$ cat src/rtl/lab_mem_arb.sv
// lab_mem_arb: two-requester arbiter sharing one single-port RAM between the CPU and a
// program loader/debug port. Each access is a three-cycle IDLE/ACCESS/RESP transaction
// that ends with a one-cycle ack to the winning requester.
//
// Optional feature: define LAB_ARB_BURST_LIMIT_EN to cap consecutive locked loader grants
// at BURST_MAX while the CPU is waiting. Without it, ld_lock can hold off the CPU forever.
//
// Ports:
//   clock, reset            single rising-edge clock, synchronous active-low reset
//   cpu_req/wr/addr/wdata   CPU request (level) and access fields; cpu_ack completion pulse
//   ld_req/wr/addr/wdata    loader request (level) and access fields; ld_ack completion pulse
//   ld_lock                 loader bus-lock: loader wins ties
//   rdata                   read data, non-zero only while an ack is high on a read
//   mem_en/wr/addr/wdata    RAM command, driven only in ACCESS
//   mem_rdata               RAM read data, registered by the RAM one cycle after mem_en
//   busy                    high in ACCESS and RESP
//   owner                   current or last owner (0 = CPU, 1 = loader)
module lab_mem_arb #(
   parameter int unsigned AW        = 5,
   parameter int unsigned DW        = 8,
   parameter int unsigned BURST_MAX = 4
) (
   input  logic          clock,
   input  logic          reset,
   input  logic          cpu_req,
   input  logic          cpu_wr,
   input  logic [AW-1:0] cpu_addr,
   input  logic [DW-1:0] cpu_wdata,
   output logic          cpu_ack,
   input  logic          ld_req,
   input  logic          ld_wr,
   input  logic [AW-1:0] ld_addr,
   input  logic [DW-1:0] ld_wdata,
   input  logic          ld_lock,
   output logic          ld_ack,
   output logic [DW-1:0] rdata,
   output logic          mem_en,
   output logic          mem_wr,
   output logic [AW-1:0] mem_addr,
   output logic [DW-1:0] mem_wdata,
   input  logic [DW-1:0] mem_rdata,
   output logic          busy,
   output logic          owner
);

   typedef enum logic [1:0] {StIdle, StAccess, StResp} state_e;

   state_e state_q, state_d;
   logic   owner_q, owner_d;
   // Last completed owner; resets to the loader so the CPU wins the first tie.
   logic   last_q, last_d;

   logic          any_req;
   logic          both_req;
   logic          win_ld;
   logic          burst_hit;
   logic          sel_wr;
   logic [AW-1:0] sel_addr;
   logic [DW-1:0] sel_wdata;

   assign any_req  = cpu_req | ld_req;
   assign both_req = cpu_req & ld_req;

`ifdef LAB_ARB_BURST_LIMIT_EN
   localparam logic [2:0] BurstMax = 3'(BURST_MAX);

   logic [2:0] burst_q, burst_d;

   assign burst_hit = cpu_req && (burst_q == BurstMax);

   always_comb begin
      burst_d = burst_q;
      if (!cpu_req) begin
         burst_d = 3'd0;
      end else if (state_q == StIdle && any_req) begin
         if (!win_ld) begin
            burst_d = 3'd0;
         end else if (both_req && ld_lock && burst_q != 3'd7) begin
            burst_d = burst_q + 3'd1;
         end
      end
   end

   always_ff @(posedge clock) begin
      if (!reset) begin
         burst_q <= 3'd0;
      end else begin
         burst_q <= burst_d;
      end
   end
`else
   assign burst_hit = 1'b0;
`endif

   // Winner selection, only acted upon in IDLE.
   always_comb begin
      win_ld = 1'b0;
      if (ld_req && !cpu_req) begin
         win_ld = 1'b1;
      end else if (both_req) begin
         if (ld_lock) begin
            win_ld = !burst_hit;
         end else begin
            win_ld = !last_q;
         end
      end
   end

   always_comb begin
      state_d = state_q;
      owner_d = owner_q;
      last_d  = last_q;
      unique case (state_q)
         StIdle: begin
            if (any_req) begin
               owner_d = win_ld;
               state_d = StAccess;
            end
         end
         StAccess: state_d = StResp;
         StResp: begin
            last_d  = owner_q;
            state_d = StIdle;
         end
         default: state_d = StIdle;
      endcase
   end

   always_ff @(posedge clock) begin
      if (!reset) begin
         state_q <= StIdle;
         owner_q <= 1'b0;
         last_q  <= 1'b1;
      end else begin
         state_q <= state_d;
         owner_q <= owner_d;
         last_q  <= last_d;
      end
   end

   // Owner's access fields; requesters hold them stable until their ack.
   assign sel_wr    = owner_q ? ld_wr    : cpu_wr;
   assign sel_addr  = owner_q ? ld_addr  : cpu_addr;
   assign sel_wdata = owner_q ? ld_wdata : cpu_wdata;

   always_comb begin
      mem_en    = 1'b0;
      mem_wr    = 1'b0;
      mem_addr  = '0;
      mem_wdata = '0;
      cpu_ack   = 1'b0;
      ld_ack    = 1'b0;
      rdata     = '0;
      if (state_q == StAccess) begin
         mem_en    = 1'b1;
         mem_wr    = sel_wr;
         mem_addr  = sel_addr;
         mem_wdata = sel_wdata;
      end
      if (state_q == StResp) begin
         cpu_ack = !owner_q;
         ld_ack  = owner_q;
         if (!sel_wr) begin
            rdata = mem_rdata;
         end
      end
   end

   assign busy  = (state_q != StIdle);
   assign owner = owner_q;

endmodule

$ cat config.mk
export PLATFORM = sky130hd
export DESIGN_NAME = lab_mem_arb
export DESIGN_NICKNAME = d
export VERILOG_FILES = /design/src/rtl/lab_mem_arb.sv
export SDC_FILE = /design/constraint.sdc
export NUM_CORES = 1
export LEC_CHECK = 0
export CAP_MARGIN = 20
export CORE_ASPECT_RATIO = 0.7
export CORE_MARGIN = 2
export CORE_UTILIZATION = 20
export DETAILED_ROUTE_END_ITERATION = 16
export GPL_ROUTABILITY_DRIVEN = 0
export PLACE_DENSITY = 0.75
export SYNTH_ARGS = -nofsm -noshare
export SYNTH_HDL_FRONTEND = slang
export SYNTH_SLANG_ARGS = --single-unit
$ cat constraint.sdc
create_clock -name clock -period 1.25 [get_ports clock]
set_clock_uncertainty 0.15 [all_clocks]
set_input_delay 0.125 -clock clock [delete_from_list [all_inputs] [get_ports clock]]
set_output_delay 0.125 -clock clock [all_outputs]
set_load 0.01 [all_outputs]
==> flow_summary.ini, run 1 <==
[outcome]
status = finished, violations left
violations = negative setup slack

[yosys]
syn-cell-area_um2 = 445
ys_types = 14
synth-simple-area-share = 0.416
syn_inst = 62
synthAdderAreaFrac = 0
synth_fp_nets = 103
ys_ff_latch = 4
syn_area_per_cell_um2 = 7.18
yosysSeqAreaShare = 0.180
synth_compound_area_frac = 0.0197
synth_top_family_by_area = simple AND/OR/NAND/NOR gates
muxShareOfSynthArea = 0.315
ys_warn_count = 0
synth_xor_area_frac = 0

[critical_path]
cp.arrival_ps = 1450
setup.worst_path.end_class = primary output
crit_type = reg -> out
crit_path_start_kind = flip-flop
critPathMaxFanout = 2
critPathRequiredTime_ps = 980
reg2reg_depth = 5

[flow_run]
drv_cap = 0

[cts]
htreeDepth = 1
clk_latency_ps = 230
clock-sinks = 4
root_buffer = clkbuf_4
cts_buffer_depth = 2
tritoncts = done
cts_made_buffers = 3
clk_pin_slew_ps = 40

[die]
dieWidth_um = 60.4
initial_utilization = 0.210
coreArea_mm2 = 0.00212
fp.dieH_um = 43.5
rows = 14
ios = 68
dieArea_mm2 = 0.00263

[place]
dp_hpwl_um = 1610
dp.cells = 163
numPortBuffers = 67

[global_route]
grt_pass1_vias = 724
grt_pass1_wl_um = 3390
antenna_found_initial = 0
grt_max_degree = 10
grt_overflow = 0
grtUsageTotal = 0.175

[power]
p_sw_mw = 0.232
switching_share = 0.289
leakagePower_nw = 0.632
p_int_mw = 0.570
seqPwrFrac = 0.188
vdd_drop_max_mv = 0.271
p_clk_frac = 0.195
power.total_mw = 0.802
cellPowerDensity_mw_per_mm2 = 598
comb_power_share = 0.617

[timing]
clock.fmax_ghz = 0.579
hold_violations = 0
fin_crit_sh = 1.38
layout_setup_ws_ps = -476
drv_slew = 0
finalSetupViolations = 27
rsz0062_at_grt = yes
tightest_slew_ps = 175
slew_headroom = 0.881
fin_crit_ps = 1730

[drt]
m1WireLength_um = 807
dr.pass1.iters = 2
avgRoutedWirePerCell_um = 12.3
wirelength_um = 2210
dr_wl_met2_um = 1160
dr_total_vias = 740
routed_via_density = 4.11
drt_iter0_drc = 11
ant_nets = 0
drc_errors = 0
routed-wl-met3_um = 230
top_layer = met4

[layout]
area_growth_pct = 201
antenna_cells = 0
drive_gt1_frac = 0.453
fillers = 182
stdcell_count = 180
finish.net_count = 191
fin_util = 0.633

[hold_path]
hold_depth = 2
hp-class = reg -> reg
-- cell usage in the layout, fill, tap and decap left out, drive strengths merged --
cell	n
and2	10
and3b	1
buf	46
clkbuf	3
clkdlybuf4s50	40
dfxtp	4
inv	2
mux2i	14
nand2	4
nand2b	2
nand3b	1
nor2	19
o32ai	1
or2	1
-- critical path, stage by stage (launching register included) --
cell and delay (ps):
dfxtp_4 360, mux2i_2 230, and3b_2 230, buf_6 100, buf_6 80, and2_4 130, buf_6 90
-- registers in the layout (all words and copies together), names as in the netlist --
name	count
owner	1
last_q	1
state_q	2
-- area by class of cell --
type / instances / area (um2) / share of cell area
Clock buffer: 3 / 22.5 / 0.0168
Inverter: 2 / 7.51 / 0.00559
Multi-Input combinational cell: 53 / 390 / 0.291
Sequential cell: 4 / 86.3 / 0.0643
Tap cell: 32 / 40.0 / 0.0298
Timing Repair Buffer: 86 / 796 / 0.593
-- synthesized netlist by cell type --
| master | count | share of area |
|---|---|---|
| and3b_2 | 1 | 0.022 |
| inv_1 | 2 | 0.017 |
| nand3b_1 | 1 | 0.017 |
| dfxtp_1 | 4 | 0.18 |
| or2_2 | 1 | 0.014 |
| nand2_1 | 4 | 0.034 |
| buf_2 | 1 | 0.011 |
| nand2b_1 | 2 | 0.028 |
| mux2i_1 | 14 | 0.31 |
| o32ai_1 | 1 | 0.020 |
| buf_4 | 1 | 0.017 |
| nor2_1 | 19 | 0.16 |
| and2_1 | 10 | 0.14 |
| buf_6 | 1 | 0.025 |
-- per-stage QoR --
stage | hold slack (ps) | instance area [um2] | setup TNS, ps | worst slack [ps]
4_1_cts | 310 | 1280 | -7480 | -493
3_3_place_gp | 301 | 1170 | -11510 | -613
2_1_floorplan | 61.7 | 447 | -868 | -108
3_5_place_dp | 303 | 1170 | -12230 | -710
6_report | 312 | 1340 | -7150 | -476
5_1_grt | 338 | 1340 | -8880 | -539
-- final timing paths --
kind | startpoint | endpoint | slack [ps]
setup / recovery | owner | rdata[0] | -480
hold / removal | last_q | last_q | 310
setup reg to reg | state_q[1] | state_q[0] | 10
hold reg to reg | last_q | last_q | 310
-- routing by layer --
layer,global-route usage,vias to the layer above
met2,0.333,28
met1,0.186,336
met3,0.0478,2
met5,0,-
li1,-,374
met4,0.0533,0
-- repair_timing --
action,in CTS,in global routing
pin swaps,8,7
gates resized for setup,142,15
hold buffers,0,0
endpoints found under the setup margin,29,29
buffers inserted,12,4
-- logic make-up (layout without fill, tap and decap cells) --
family,count (synthesis),in the layout
AO/OA/AOI/OAI,1,1
buffers and inverters,5,91
flip-flops,4,4
multiplexers,14,14
AND/OR/NAND/NOR,38,38
-- power groups by stage --
stage,Sequential (mW),Combinational [mW],Clock [mW]
after floorplan,0.148,0.145,0
after global placement,0.148,0.386,0
after detailed placement,0.147,0.393,0
after CTS,0.151,0.460,0.163
after global routing,0.152,0.529,0.174
final,0.151,0.495,0.156
Power figures use the tool's default switching activity.
==> inputs of run 2 (changes only) <==
--- a/config.mk
+++ b/config.mk
@@ -5,7 +5,6 @@
 export SDC_FILE = /design/constraint.sdc
 export NUM_CORES = 1
 export LEC_CHECK = 0
-export CAP_MARGIN = 20
 export CORE_ASPECT_RATIO = 0.7
 export CORE_MARGIN = 2
 export CORE_UTILIZATION = 20
==> constraint.sdc (replaced) <==
create_clock -name clock -period 1.25 [get_ports clock]
set_clock_uncertainty 0.15 [all_clocks]
set_input_delay 0.125 -clock clock [delete_from_list [all_inputs] [get_ports clock]]
set_output_delay 0.125 -clock clock [all_outputs]
set_load 0.1 [all_outputs]
==> run 2 against run 1 <==
Effect of this change: the flow still finishes with violations (negative setup slack); global-route usage rose by 8.8 points; largest power group unchanged; clock-buffer cell count rose by 1; cell count fell by 3.9%; sequential share of layout area fell by 1.8 points; critical endpoint unchanged; non-clock buffer count fell by 8; critical path depth fell by 2.
==> flow_summary.ini, run 2 (synthesis results as in run 1) <==
[die]
initial_utilization = 0.210
dieWidth_um = 60.4
coreArea_mm2 = 0.00212
ios = 68
fp.dieH_um = 43.5
rows = 14
dieArea_mm2 = 0.00263

[timing]
clock.fmax_ghz = 0.559
tightest_slew_ps = 250
layout_setup_ws_ps = -538
holdWs_ps = 341
hold_violations = 0
rsz0062_at_grt = yes
fin_crit_ps = 1790
finalSetupViolations = 28
slew_headroom = 0.833
setup-tns-final_ps = -11650
drv_slew = 0
fin_crit_sh = 1.43

[drt]
dr.pass1.iters = 4
drc_errors = 0
dr_total_vias = 766
ant_nets = 0
avgRoutedWirePerCell_um = 17.8
routed_via_density = 4.43
wirelength_um = 3080
drt_iter0_drc = 7

[outcome]
violations = negative setup slack
status = finished, violations left

[global_route]
grt_max_degree = 14
grtUsageTotal = 0.263
antenna_found_initial = 0
grt_pass1_vias = 855
grt_overflow = 0
grt_pass1_wl_um = 4820

[layout]
ff_latch_area_um2 = 87.6
fillers = 83
multi_input_area_um2 = 667
antenna_cells = 0
area_growth_pct = 329
finish.net_count = 183
final_common_cell = clkdlybuf4s50_1
mostFrequentLayoutCells = clkdlybuf4s50_1, buf_12, nor2_4
stdcell_count = 173
top_register = state_q
fin_util = 0.902
drive_gt1_frac = 0.617
largest_reg_flops = 2

[critical_path]
crit_type = reg -> out
cp.arrival_ps = 1510
critPathMaxFanout = 8
critPathRequiredTime_ps = 980
setup.worst_path.end_class = primary output
crit_path_start_kind = flip-flop

[place]
dp_hpwl_um = 2060
dp.cells = 162
numPortBuffers = 67
place_ws_ps = -420

[power]
leakagePower_nw = 0.685
cellPowerDensity_mw_per_mm2 = 770
vdd_drop_max_mv = 0.747

[flow_run]
drv_cap = 0

[cts]
tritoncts = done
htreeDepth = 1
clock-sinks = 4
cts_hold_buf = 0
clk_latency_ps = 240
cts_made_buffers = 3
root_buffer = clkbuf_4
cts_buffer_depth = 2
clk_pin_slew_ps = 40

[hold_path]
hp-class = reg -> reg
[run 2: final cells by class]
cell class | instances | share of cell area
well taps | 32 | 0.0209
multi-input cells | 53 | 0.349
clock buffers | 4 | 0.0137
repair buffers | 78 | 0.565
inverters | 2 | 0.00589
flip-flops and latches | 4 | 0.0458
[run 2: metrics by stage]
| step | power (mW) | area (um2) |
|---|---|---|
| 2_1_floorplan | 0.725 | 631 |
| 3_3_place_gp | 1.11 | 1630 |
| 3_5_place_dp | 1.12 | 1630 |
| 4_1_cts | 1.46 | 1900 |
| 5_1_grt | 1.52 | 1910 |
| 6_report | 1.47 | 1910 |
[run 2: what timing repair did]
item | 4_1_cts | 5_1_grt
pin swaps | 5 | 3
setup endpoints to repair | 27 | 29
buffers inserted | 7 | 1
resized for setup | 31 | 3
gates cloned | 1 | 0
[run 2: path summary, 6_finish.rpt]
path | slack [ps] | cells past startpoint | endpoint | start
max | -540 | 4 | rdata[0] | owner
min | 340 | 2 | last_q | last_q
max reg2reg | -100 | 6 | last_q | owner
min reg2reg | 340 | 2 | last_q | last_q
[run 2: critical path, stage by stage, from the launching register on]
cell	delay, ps
dfxtp_4	360
mux2i_4	230
and3b_2	310
and2_4	190
buf_12	170
[run 2: report_power, final]
| part | switching, mW | internal, mW | leakage [nW] | total (mW) |
|---|---|---|---|---|
| Combinational | 0.628 | 0.515 | 0.636 | 1.14 |
| Clock | 0.0575 | 0.120 | 0.0150 | 0.178 |
| Sequential | 0.0131 | 0.138 | 0.0344 | 0.151 |
| Total | 0.698 | 0.773 | 0.685 | 1.47 |
[run 2: metal layers]
| metal | share of wire | vias to the layer above | GRT usage |
|---|---|---|---|
| li1 | - | 366 | - |
| met1 | 0.41 | 365 | 0.330 |
| met2 | 0.54 | 29 | 0.457 |
| met3 | 0.037 | 6 | 0.0388 |
| met4 | 0.022 | 0 | 0.0978 |
| met5 | 0 | - | 0 |
